==> src/rtl/uart_io_rx.sv <==
// uart_io_rx: 8N1 UART receiver feeding a newline-terminated 4-byte frame assembler.
// Latency: rx_valid 1 cycle after the mid-stop-bit sample; frame_valid/frame_err 1 cycle after the 0x0A byte.
// Backpressure: none; strobes are single-cycle and must be consumed when they occur.
// Optional macro UART_IO_RX_TIMEOUT_EN adds an inter-byte abort for stalled partial frames.
module uart_io_rx #(
   parameter int CLK_FRE      = 25,
   parameter int UART_RATE    = 115200,
   parameter int TIMEOUT_BITS = 20
) (
   input  logic        clk,
   input  logic        rst,
   input  logic        uart_rx,
   output logic [7:0]  rx_data,
   output logic        rx_valid,
   output logic [31:0] io_data,
   output logic        frame_valid,
   output logic        frame_err
);

   localparam int BIT_CYC = CLK_FRE * 1000000 / UART_RATE;
   localparam int HALF    = BIT_CYC / 2;
   localparam int TW      = $clog2(BIT_CYC + 1);
   localparam logic [TW-1:0] T_FULL = TW'(BIT_CYC - 1);
   localparam logic [TW-1:0] T_HALF = TW'(HALF - 1);

   typedef enum logic [2:0] {
      IDLE  = 3'd0,
      START = 3'd1,
      DATA  = 3'd2,
      STOP  = 3'd3,
      BREAK = 3'd4
   } state_t;

   state_t        state, state_nxt;
   logic          sync1, rx_s;
   logic [TW-1:0] timer;
   logic [2:0]    bit_idx;
   logic [7:0]    shreg;
   logic          timer_clr, bit_smp, byte_ok, byte_bad;

   logic [31:0]   shift;
   logic [2:0]    cnt;
   logic          bad;
   logic          asm_busy;
   logic          to_hit;

   // Two-flop synchronizer; resets to the idle-high line level.
   always_ff @(posedge clk) begin
      if (rst) begin
         sync1 <= 1'b1;
         rx_s  <= 1'b1;
      end else begin
         sync1 <= uart_rx;
         rx_s  <= sync1;
      end
   end

   // Bit FSM state register.
   always_ff @(posedge clk) begin
      if (rst) state <= IDLE;
      else     state <= state_nxt;
   end

   // Bit FSM next state and sampling controls.
   always_comb begin
      state_nxt = state;
      timer_clr = 1'b0;
      bit_smp   = 1'b0;
      byte_ok   = 1'b0;
      byte_bad  = 1'b0;
      case (state)
         IDLE: begin
            if (!rx_s) begin
               state_nxt = START;
               timer_clr = 1'b1;
            end
         end
         START: begin
            if (timer == T_HALF) begin
               timer_clr = 1'b1;
               state_nxt = rx_s ? IDLE : DATA;
            end
         end
         DATA: begin
            if (timer == T_FULL) begin
               timer_clr = 1'b1;
               bit_smp   = 1'b1;
               if (bit_idx == 3'd7) state_nxt = STOP;
            end
         end
         STOP: begin
            if (timer == T_FULL) begin
               timer_clr = 1'b1;
               if (rx_s) begin
                  byte_ok   = 1'b1;
                  state_nxt = IDLE;
               end else begin
                  byte_bad  = 1'b1;
                  state_nxt = BREAK;
               end
            end
         end
         BREAK: begin
            if (rx_s) state_nxt = IDLE;
         end
         default: state_nxt = IDLE;
      endcase
   end

   // Bit timer, bit index, data shifter and byte output register.
   always_ff @(posedge clk) begin
      if (rst) begin
         timer    <= '0;
         bit_idx  <= 3'd0;
         shreg    <= 8'd0;
         rx_data  <= 8'd0;
         rx_valid <= 1'b0;
      end else begin
         rx_valid <= byte_ok;
         if (state == IDLE || state == BREAK || timer_clr) timer <= '0;
         else                                              timer <= timer + 1'b1;
         if (state == START) bit_idx <= 3'd0;
         else if (bit_smp) begin
            bit_idx <= bit_idx + 3'd1;
            shreg   <= {rx_s, shreg[7:1]};
         end
         if (byte_ok) rx_data <= shreg;
      end
   end

   assign asm_busy = (cnt != 3'd0) || bad;

`ifdef UART_IO_RX_TIMEOUT_EN
   localparam int TO_CYC = TIMEOUT_BITS * BIT_CYC;
   localparam int OW     = $clog2(TO_CYC + 1);
   logic [OW-1:0] to_cnt;

   // A new byte always wins over an expiring window.
   assign to_hit = asm_busy && !rx_valid && (to_cnt == OW'(TO_CYC - 1));

   // Inter-byte window counter; idle while the assembler is empty.
   always_ff @(posedge clk) begin
      if (rst || rx_valid || !asm_busy || to_hit) to_cnt <= '0;
      else                                        to_cnt <= to_cnt + 1'b1;
   end
`else
   assign to_hit = 1'b0;
`endif

   // Frame assembler: first byte lands in io_data[31:24]; 0x0A closes the frame.
   always_ff @(posedge clk) begin
      if (rst) begin
         shift       <= 32'd0;
         cnt         <= 3'd0;
         bad         <= 1'b0;
         io_data     <= 32'd0;
         frame_valid <= 1'b0;
         frame_err   <= 1'b0;
      end else begin
         frame_valid <= 1'b0;
         frame_err   <= 1'b0;
         if (rx_valid) begin
            if (rx_data == 8'h0A) begin
               if (cnt == 3'd4 && !bad) begin
                  io_data     <= shift;
                  frame_valid <= 1'b1;
               end else begin
                  frame_err   <= 1'b1;
               end
               shift <= 32'd0;
               cnt   <= 3'd0;
               bad   <= 1'b0;
            end else begin
               shift <= {shift[23:0], rx_data};
               if (cnt != 3'd5) cnt <= cnt + 3'd1;
            end
         end else if (to_hit) begin
            frame_err <= 1'b1;
            shift     <= 32'd0;
            cnt       <= 3'd0;
            bad       <= 1'b0;
         end
         // A framing error marks the frame currently being assembled.
         if (byte_bad) bad <= 1'b1;
      end
   end

endmodule

==> config.mk <==
export PLATFORM = sky130hd
export DESIGN_NAME = uart_io_rx
export DESIGN_NICKNAME = d
export VERILOG_FILES = /design/src/rtl/uart_io_rx.sv
export SDC_FILE = /design/constraint.sdc
export NUM_CORES = 1
export LEC_CHECK = 0
export CORE_ASPECT_RATIO = 0.7
export CORE_MARGIN = 2
export CORE_UTILIZATION = 45
export DETAILED_ROUTE_END_ITERATION = 16
export PLACE_DENSITY = 0.67
export SLEW_MARGIN = 20
export SYNTH_ARGS = -nofsm -noshare
export SYNTH_HDL_FRONTEND = slang
export SYNTH_SLANG_ARGS = --single-unit
==> constraint.sdc <==
create_clock -name clk -period 4.9 [get_ports clk]
set_input_delay 0.98 -clock clk [delete_from_list [all_inputs] [get_ports clk]]
set_output_delay 0.98 -clock clk [all_outputs]
set_load 0.02 [all_outputs]
==> run_results.csv <==
group,metric,value,unit
run_status,status,"finished, final reports clean",
worst_setup_path,path_cells,"buf_2 -> buf_4 -> nand2b_1 -> o21ai_0",
synthesis,yosys_warnings,0,
global_routing,grt_pass1_wl,12800,µm
worst_setup_path,end_kind,"register",
timing,tightest_slew,1.00,ns
global_routing,gr-usage-met3,7.08,%
worst_setup_path,arrival,2.61,ns
global_routing,grt_pass1_vias,2519,
synthesis,syn_area_per_cell,9.08,µm²
timing,max_slew_margin,33.3,%
worst_setup_path,cp_num_buf_inv,2,
synthesis,synthAdderAreaFrac,2.24,%
synthesis,synth_cell_types,39,
drt,drc_errors,0,
synthesis,synth_nets,441,
worst_setup_path,critPathLaunchType,"input port",
layout,final_area,4750,µm²
drt,wl_per_cell,13.2,µm
die,core_area,8440,µm²
clock_tree,cts_resized,0,
worst_setup_path,slowest_stage,"nand2b_1",
timing,hold_violations,0,
die,start_util,46.4,%
clock_tree,cts_tree,"done",
synthesis,synthMuxAreaShare,10.8,%
synthesis,syn_inst,431,
global_routing,grt-busiest-layer,"met1",
die,rows,28,
layout,area_growth,21.4,%
drt,ant_nets,0,
global_routing,track_usage,17.6,%
synthesis,synthTopCellsByCount,"103 x dfxtp_1, 92 x nand2_1, 59 x nor2_1, 46 x a21oi_1, 41 x mux2i_1",
synthesis,ys_seq_area_share,52.7,%
clock_tree,ctsLongestPathBuffers,2,
synthesis,synth_xor_area_share,1.57,%
clock_tree,worstSkewPairLatency,0.34,ns
synthesis,synth.area.top_cells,"dfxtp_1 53%, mux2i_1 10%, nand2_1 8.8%",
clock_tree,clk_pin_slew,0.07,ns
job,cap_violations,0,
timing,period_share,49.3,%
clock_tree,cts_buffers,9,
drt,drtIter0Drc,210,
global_routing,antenna_found_initial,0,
synthesis,synth-seq-cells,103,
synthesis,yosysMostFrequentCell,"dfxtp_1",
synthesis,synth_compound_area_share,8.18,%
synthesis,synth.top_cell.area_share,52.7,%
clock_tree,cts_sinks,103,
synthesis,synth_top_area_cell,"dfxtp_1",
die,chipWidth,115,µm
global_routing,gr-usage-met2,23.0,%
place,gp_congestion,0.784,
timing,fin_setup_tns,0,ns
global_routing,grt_max_degree,71,
pwr,ir_worst_vdd,0.000189,V
worst_setup_path,critPathTopFamily,"simple AND/OR/NAND/NOR gates",
die,fp.dieH,82.0,µm
worst_setup_path,worstRegToRegCells,4,
synthesis,synth_flop_cell,"dfxtp_1",
worst_setup_path,crit_type,"input port to register",
layout,drive_gt1_share,6.60,%
worst_setup_path,critPathMaxStageDelay,0.86,ns
worst_setup_path,critical_path.endpoint,"bad",
clock_tree,root_buffer,"clkbuf_16",
synthesis,synth_top_family_by_area,"simple AND/OR/NAND/NOR gates",
die,top_level_ports,46,
pwr,p_leak,1.60,nW
synthesis,yosys.area_share.simple,21.0,%
worst_setup_path,rrSetupSlack,2.68,ns
hold_path,hold_path_class,"register to register",
clock_tree,cts_max_level,3,
global_routing,grtUsageMet1,26.3,%
synthesis,async_flop_share,0,%
drt,via_per_inst,4.96,
clock_tree,cts_setup_buffers,0,
place,dp_hpwl,5150,µm
die,die_area,9470,µm²
layout,diodes,0,
layout,layout.nets,476,
worst_setup_path,critPathMaxFanout,70,
timing,setup_viol,0,
place,portBuffers,45,
clock_tree,postCtsHoldBufs,0,
timing,hold_slack,0.415,ns
global_routing,grt_remaining_overflow,0,
worst_setup_path,reg2reg_to,"bad",
worst_setup_path,required,5.09,ns
timing,fin_crit,2.42,ns
timing,drv_slew,0,
timing,rsz0062_at_grt,"no",
worst_setup_path,crit_start,"rst",
place,place_area,4430,µm²
drt,routed_wl,7800,µm
drt,num_vias,2929,
hold_path,hold_depth,1,
pwr,p_per_area,337,nW/µm²
synthesis,synth-edff-count,0,
timing,final.setup_skew,0.00562,ns
worst_setup_path,worstSetupPathDepth,4,
drt,drt_pass1_iterations,4,
timing,fmax,0.414,GHz
worst_setup_path,r2r-start,"rx_data[4]",
synthesis,syn-cell-area,3910,µm²
-- flip-flops by register name (all words and copies together), names as in the netlist, 3 cells and up --
name     cells
io_data     32
shift       32
rx_data      8
shreg        8
timer        8
bit_idx      3
cnt          3
state        3
-- placed cells by master, fill, tap and decap left out, types with 2 or more instances in the layout --
cell             count
nand2_1             92
nor2b_1              2
a21oi_1             46
nand3_1              4
xor2_1               2
a211oi_1             2
dfxtp_1            102
mux2i_1             41
nand4_1              4
or2_2                2
ha_1                 7
nor2_1              59
clkdlybuf4s50_1     44
clkbuf_8             4
nand2b_1             2
xnor2_1              5
nor3_1               3
buf_4                4
nor4b_2              2
clkbuf_16            9
o21ai_0              4
inv_1                8
-- worst min path at each step --
stage | start | end | slack, ns
2_1_floorplan | sync1 | rx_s | 0.39
3_3_place_gp | sync1 | rx_s | 0.41
3_5_place_dp | sync1 | rx_s | 0.40
4_1_cts | sync1 | rx_s | 0.42
5_1_grt | sync1 | rx_s | 0.44
6_report | sync1 | rx_s | 0.42
-- final cells by class --
class	count	area, µm²
clock buffers	13	280
repair buffers	49	475
fillers	775	3690
well taps	120	150
inverters	8	30.0
flip-flops and latches	103	2060
clock inverters	2	37.5
multi-input cells	295	1720
-- metal layers --
layer / up-vias / wire length [µm]
met4: 0 / 87
met1: 1354 / 4250
met5: - / 0
met3: 10 / 379
li1: 1497 / -
met2: 68 / 3080
-- report_power, final --
part / internal [mW] / total, mW / leakage [nW] / switching (mW)
registers: 0.838 / 0.841 / 0.830 / 0.00254
logic: 0.00430 / 0.0192 / 0.614 / 0.0149
clock network: 0.449 / 0.743 / 0.154 / 0.295
-- kinds of logic after synthesis --
logic type	count (synthesis)
and+or+nand+nor	181
adders and majority gates	7
muxes	42
DFF	103
xor gates and xnor gates	7
AOI/OAI and AO/OA	58
buffers and inverters	33
-- through the flow --
step | power, mW | util (%) | instances | setup slack (ns)
2_1_floorplan | 0.875 | - | 431 | 2.99
3_3_place_gp | 0.879 | 52.5 | 575 | 2.14
3_5_place_dp | 0.879 | 52.5 | 575 | 2.10
4_1_cts | 1.62 | 56.3 | 590 | 2.47
5_1_grt | 1.66 | 56.3 | 590 | 2.32
6_report | 1.60 | 56.3 | 590 | 2.48
Power figures use the tool's default switching activity.
